File: config.mk
export PLATFORM = sky130hd
export DESIGN_NAME = sta_pattern_tx
export DESIGN_NICKNAME = d
export VERILOG_FILES = /design/src/rtl/sta_pkg.sv /design/src/rtl/sta_path_buf.sv /design/src/rtl/sta_pattern_tx.sv
export SDC_FILE = /design/constraint.sdc
export NUM_CORES = 1
export LEC_CHECK = 0
export ABC_AREA = 1
export CORE_MARGIN = 2
export CORE_UTILIZATION = 60
export DETAILED_ROUTE_END_ITERATION = 8
export GPL_TIMING_DRIVEN = 0
export PLACE_DENSITY = 0.79
export SYNTH_ARGS = -nofsm -noshare
export SYNTH_HDL_FRONTEND = slang
export SYNTH_SLANG_ARGS = --single-unit
File: constraint.sdc
create_clock -name clk -period 3.4 [get_ports clk]
set_clock_uncertainty 0.2 [all_clocks]
set_input_delay 0.68 -clock clk [delete_from_list [all_inputs] [get_ports clk]]
set_output_delay 0.68 -clock clk [all_outputs]
set_load 0.05 [all_outputs]
File: src/rtl/sta_pkg.sv
// ============================================================================
// Module   : sta_pkg
// Brief    : Shared sizes and FSM state encoding for the STA pattern driver.
// Revision : 1.0
// ============================================================================
`default_nettype none

package sta_pkg;
   localparam int NODE_NUM    = 16;
   localparam int EDGE_NUM    = 32;
   localparam int DELAY_W     = 4;
   localparam int NODE_W      = 4;
   localparam int WDLY_W      = 8;
   localparam int TIMEOUT_CYC = 1024;

   typedef enum logic [2:0] {
      ST_IDLE = 3'd0,
      ST_SEND = 3'd1,
      ST_WAIT = 3'd2,
      ST_RECV = 3'd3,
      ST_DONE = 3'd4
   } sta_state_e;
endpackage

`default_nettype wire

File: src/rtl/sta_path_buf.sv
// ============================================================================
// Module   : sta_path_buf
// Brief    : 16x4 path register file, one write port, combinational read.
// Revision : 1.0
// ============================================================================
`default_nettype none

module sta_path_buf
   import sta_pkg::*;
(
   input  logic              clk,
   input  logic              we_i,
   input  logic [3:0]        waddr_i,
   input  logic [NODE_W-1:0] wdata_i,
   input  logic [3:0]        raddr_i,
   output logic [NODE_W-1:0] rdata_o
);

   logic [NODE_W-1:0] mem_q [NODE_NUM];

   always_ff @(posedge clk) begin
      if (we_i) begin
         mem_q[waddr_i] <= wdata_i;
      end
   end

   assign rdata_o = mem_q[raddr_i];

endmodule

`default_nettype wire

File: src/rtl/sta_pattern_tx.sv
// ============================================================================
// Module   : sta_pattern_tx
// Brief    : Streams a 32-beat node/edge pattern into an STA core and captures
//            the worst delay and critical path it returns.
//            Optional macro STA_TX_TIMEOUT_EN adds a WAIT-state timeout.
// Revision : 1.0
// ============================================================================
`default_nettype none

module sta_pattern_tx
   import sta_pkg::*;
(
   input  logic               clk,
   input  logic               rst,
   input  logic               cfg_we,
   input  logic               cfg_sel,
   input  logic [4:0]         cfg_addr,
   input  logic [7:0]         cfg_data,
   input  logic               start,
   output logic               busy,
   output logic               in_valid,
   output logic [DELAY_W-1:0] delay,
   output logic [NODE_W-1:0]  source,
   output logic [NODE_W-1:0]  destination,
   input  logic               out_valid,
   input  logic [WDLY_W-1:0]  worst_delay,
   input  logic [NODE_W-1:0]  path,
   output logic               done,
   output logic               err,
   output logic [WDLY_W-1:0]  res_delay,
   output logic [4:0]         res_len,
   input  logic [3:0]         rd_addr,
   output logic [NODE_W-1:0]  rd_data
);

   sta_state_e          state_q, state_d;
   logic [4:0]          beat_q, beat_d;
   logic                in_valid_q, in_valid_d;
   logic [DELAY_W-1:0]  delay_q, delay_d;
   logic [NODE_W-1:0]   src_q, src_d;
   logic [NODE_W-1:0]   dst_q, dst_d;
   logic                err_q, err_d;
   logic [WDLY_W-1:0]   res_delay_q, res_delay_d;
   logic [4:0]          res_len_q, res_len_d;
   logic                buf_we;
   logic [3:0]          buf_waddr;
   logic                tmo_hit;

   logic [DELAY_W-1:0]  node_ram_q [NODE_NUM];
   logic [7:0]          edge_ram_q [EDGE_NUM];

   // Config RAMs are not reset so a pattern survives rst.
   always_ff @(posedge clk) begin
      if (state_q == ST_IDLE && cfg_we) begin
         if (cfg_sel) begin
            edge_ram_q[cfg_addr] <= cfg_data;
         end else begin
            node_ram_q[cfg_addr[3:0]] <= cfg_data[DELAY_W-1:0];
         end
      end
   end

`ifdef STA_TX_TIMEOUT_EN
   localparam int TMO_W = $clog2(TIMEOUT_CYC);
   logic [TMO_W-1:0] tmo_q;

   always_ff @(posedge clk) begin
      if (rst || state_q != ST_WAIT) begin
         tmo_q <= '0;
      end else begin
         tmo_q <= tmo_q + TMO_W'(1);
      end
   end

   assign tmo_hit = (state_q == ST_WAIT) && (tmo_q == TMO_W'(TIMEOUT_CYC - 1));
`else
   assign tmo_hit = 1'b0;
`endif

   always_ff @(posedge clk) begin
      if (rst) begin
         state_q     <= ST_IDLE;
         beat_q      <= '0;
         in_valid_q  <= 1'b0;
         delay_q     <= '0;
         src_q       <= '0;
         dst_q       <= '0;
         err_q       <= 1'b0;
         res_delay_q <= '0;
         res_len_q   <= '0;
      end else begin
         state_q     <= state_d;
         beat_q      <= beat_d;
         in_valid_q  <= in_valid_d;
         delay_q     <= delay_d;
         src_q       <= src_d;
         dst_q       <= dst_d;
         err_q       <= err_d;
         res_delay_q <= res_delay_d;
         res_len_q   <= res_len_d;
      end
   end

   always_comb begin
      state_d     = state_q;
      beat_d      = beat_q;
      in_valid_d  = 1'b0;
      delay_d     = '0;
      src_d       = '0;
      dst_d       = '0;
      err_d       = err_q;
      res_delay_d = res_delay_q;
      res_len_d   = res_len_q;
      buf_we      = 1'b0;
      buf_waddr   = '0;

      case (state_q)
         ST_IDLE: begin
            if (start) begin
               res_len_d   = '0;
               err_d       = 1'b0;
               res_delay_d = '0;
               beat_d      = '0;
               state_d     = ST_SEND;
            end
         end
         ST_SEND: begin
            in_valid_d     = 1'b1;
            delay_d        = beat_q[4] ? '0 : node_ram_q[beat_q[3:0]];
            {src_d, dst_d} = edge_ram_q[beat_q];
            beat_d         = beat_q + 5'd1;
            // A result arriving this early is a core protocol violation.
            if (out_valid) begin
               err_d = 1'b1;
            end
            if (beat_q == 5'(EDGE_NUM - 1)) begin
               state_d = ST_WAIT;
            end
         end
         ST_WAIT: begin
            if (out_valid) begin
               res_delay_d = worst_delay;
               buf_we      = 1'b1;
               buf_waddr   = '0;
               res_len_d   = 5'd1;
               state_d     = ST_RECV;
            end else if (tmo_hit) begin
               err_d     = 1'b1;
               res_len_d = '0;
               state_d   = ST_DONE;
            end
         end
         ST_RECV: begin
            if (out_valid) begin
               if (res_len_q < 5'(NODE_NUM)) begin
                  buf_we    = 1'b1;
                  buf_waddr = res_len_q[3:0];
                  res_len_d = res_len_q + 5'd1;
               end else begin
                  err_d = 1'b1;
               end
            end else begin
               state_d = ST_DONE;
            end
         end
         ST_DONE: begin
            state_d = ST_IDLE;
         end
         default: begin
            state_d = ST_IDLE;
         end
      endcase
   end

   sta_path_buf u_path_buf (
      .clk     (clk),
      .we_i    (buf_we),
      .waddr_i (buf_waddr),
      .wdata_i (path),
      .raddr_i (rd_addr),
      .rdata_o (rd_data)
   );

   assign busy        = (state_q != ST_IDLE);
   assign done        = (state_q == ST_DONE);
   assign in_valid    = in_valid_q;
   assign delay       = delay_q;
   assign source      = src_q;
   assign destination = dst_q;
   assign err         = err_q;
   assign res_delay   = res_delay_q;
   assign res_len     = res_len_q;

endmodule

`default_nettype wire

==> metrics <==
switching part of the total=0.2679; worst skew pair latency=540 ps; WP data arrival=2380 ps; CTS Buf Count=41; Buf+Inv Stages, Crit Path=3; Die Area=30180 um^2; Max Freq=307.1 MHz; Worst setup EP type=primary output; Synth top area share=0.6672; first-pass GRT wire length=66.20 mm; Clock Sinks=419; Max clock buf depth=3; CORE AREA=28550 um^2; largest net degree at the start of global routing=49; CTS tree=yes; worst r2r path cells=7; unrepaired setup endpoints after global routing=false; Async SR Flop Fraction=0; Syn-to-layout area delta=13.84%; critical path fanouts, max=10; reg2reg start=state_q[2]; Yosys cell types=31; Crit path top cell by count=nand3_1; Synth Flop Type=edfxtp_1; count of pins over their slew limit=0; hold path startpoint=err; Hold Fails Final Rpt=0; Gate power share=0.151; Pre-Repair DR Iteration Count=5; root buffer cell=clkbuf_16; Mapped Cells=1565; Post-Syn Area=17280 um^2; gpl congestion=0.9793; IO Count=68; NetSw=0.003188 W; required time of the critical path=2520 ps; post-CTS setup buffer count=0; reg2reg end=edge_ram_q[26][1]; via count=12391; leading area contributor after synthesis=edfxtp_1; Nets=1711; DRC=0; final-report setup violation count=0; Via density=5.934; wire length per cell=21.01 um; status=completed; antenna violations before repair=0; die width=173.7 um; GR Util All Layers=0.2914; Syn Nets=1603; Worst slew margin=0.03240; internal power=0.008713 W; Worst Hold End=err; GR Overflow Total=0; syn avg cell area=11.04 um^2; Place WS=-412.3 ps; Worst-Margin Slew=1447 ps; reg-to-reg slack, setup=430 ps; Routed WL=43.87 mm; PnR worst setup slack=143.5 ps; VDD IR max=0.0004311 V; Setup Crit Path Kind=input pin to primary output; Post-DP HPWL=28.98 mm; H-tree levels=2; clock power share=0.367; CP delay by family, top=buffers and inverters; Post-Layout Inst Area=19670 um^2; share of post-route cells with drive strength above 1=0.08157; Worst Setup Start Kind=input pin; top cells by area, synth=edfxtp_1, nand2_1, nand3_1, dfxtp_1, nor2_1; Final Critical Period=3256 ps; yosys warns=0; Post-synth EDFFs=384; setup TNS=0 ps; Initial Util=0.6054; CP Cell Sequence=clkdlybuf4s50_1 -> clkbuf_2 -> a21oi_1 -> o21ai_0 -> nand3_1 -> nand3_1 -> nand2_1 -> clkdlybuf4s15_2; period utilization=0.9578; Die Ht=173.7 um; fillers=2037; Placement Rows=62; n_diodes=0; Flop pwr share=0.483; LEAKAGE=7.284 nW; buffers added on ports=65; vias in the first global route=11676; Hold/Removal Path Class=flip-flop to flip-flop; Post-DP Area=18390 um^2; Worst Hold Depth=2; initial DRC count=1564; Seq/Total Area, Yosys=0.7078; maxcap violations=0; Seq cells post-synth=419; Pwr Density=604.9 nW/um^2; CP max-delay cell=clkdlybuf4s50_1; post-route ant nets=0; slowest stage delay, CP=510 ps; Worst-path clk slew=60 ps
[power by group through the flow]
stage / Sequential, W / Clock [W] / Combinational (W)
2_1_floorplan: 0.00600 / 0 / 0.000951
3_3_place_gp: 0.00585 / 0 / 0.00171
3_5_place_dp: 0.00585 / 0 / 0.00175
4_1_cts: 0.00574 / 0.00438 / 0.00176
5_1_grt: 0.00575 / 0.00458 / 0.00193
6_report: 0.00574 / 0.00437 / 0.00179
[state kept, by name, summed over array words and instances, names as in the netlist]
name,flops
in_valid,1
state_q,3
delay,4
source,4
res_len,5
u_path_buf.mem_q,64
destination,4
res_delay,8
edge_ram_q,256
err,1
node_ram_q,64
beat_q,5
[layer usage]
layer  up-vias  part of all wire  track usage
met5         -                 0            0
met2       777              0.48       0.4817
met3       149              0.11      0.05811
li1       5588                 -            -
met1      5877              0.37       0.3828
met4         0             0.039       0.1190
[cell type report]
type | count | area (um^2) | area share
Sequential cell | 419 | 12230 | 0.6217
Multi-Input combinational cell | 989 | 4315 | 0.2193
Clock buffer | 55 | 1099 | 0.05584
Timing Repair Buffer | 65 | 630.6 | 0.03205
Tap cell | 384 | 480.5 | 0.02442
Buffer | 78 | 437.9 | 0.02226
Inverter | 79 | 300.3 | 0.01526
Clock inverter | 19 | 178.9 | 0.009094
[logic make-up (layout without fill, tap and decap cells)]
kind of cell,Yosys count,after routing,synth area share
DFF,419,419,0.7078
and+or+nand+nor,873,873,0.2113
adders and majority gates,3,3,0.002172
buffers and inverters,157,296,0.04250
AOI/OAI and AO/OA,113,113,0.03627
[metrics by stage]
| step | std cells | power [W] | hold WS, ps | util |
|---|---|---|---|---|
| 4_1_cts | 2088 | 0.01188 | 274.0 | 0.6892 |
| 6_report | 2088 | 0.01190 | 276.9 | 0.6892 |
| 3_5_place_dp | 2014 | 0.007602 | 260.1 | 0.6443 |
| 2_1_floorplan | 1565 | 0.006951 | 293.6 | - |
| 5_1_grt | 2088 | 0.01225 | 328.6 | 0.6892 |
| 3_3_place_gp | 2014 | 0.007565 | 267.9 | 0.6450 |
[layout by cell type, fill, tap and decap left out, drive strengths merged, types with 38 or more instances in the layout]
cell type	Yosys	layout
nand3	241	241
nand2	486	486
buf	61	66
a21oi	38	38
o21ai	50	50
edfxtp	384	384
inv	78	80
clkdlybuf4s50	0	56
nor2	139	139
clkbuf	17	72
[synthesized netlist by cell type (4+ instances only)]
master / instances
nand2_1: 483
edfxtp_1: 384
nand3_1: 238
nor2_1: 134
inv_1: 73
o21ai_0: 49
a21oi_1: 38
dfxtp_1: 35
buf_2: 32
o211ai_1: 22
clkbuf_1: 17
buf_4: 15
buf_1: 8
buf_6: 6
inv_2: 4
nor3_1: 4
[worst register-to-register path, stage by stage (launching register included)]
cell and delay, ps:
dfxtp_1 310, inv_1 130, nand2_1 100, nor2_1 280
nand2_1 230, nor2_2 230, nand2_1 310, nor2_1 790
[timing repair]
item / CTS / global route
gates resized for setup: 12 / 6
setup endpoints to repair: 4 / 4
hold buffers: 0 / 0
[worst max-delay path by stage]
stage	start	to	cells after the start	slack [ps]
final	rd_addr[1]	rd_data[2]	8	140
after global routing	rd_addr[1]	rd_data[1]	8	30
after CTS	rd_addr[1]	rd_data[2]	7	10
after detailed placement	rd_addr[1]	rd_data[2]	7	-410
after global placement	rd_addr[1]	rd_data[3]	7	-410
after floorplan	rd_addr[0]	rd_data[0]	6	790
Power figures use the tool's default switching activity.
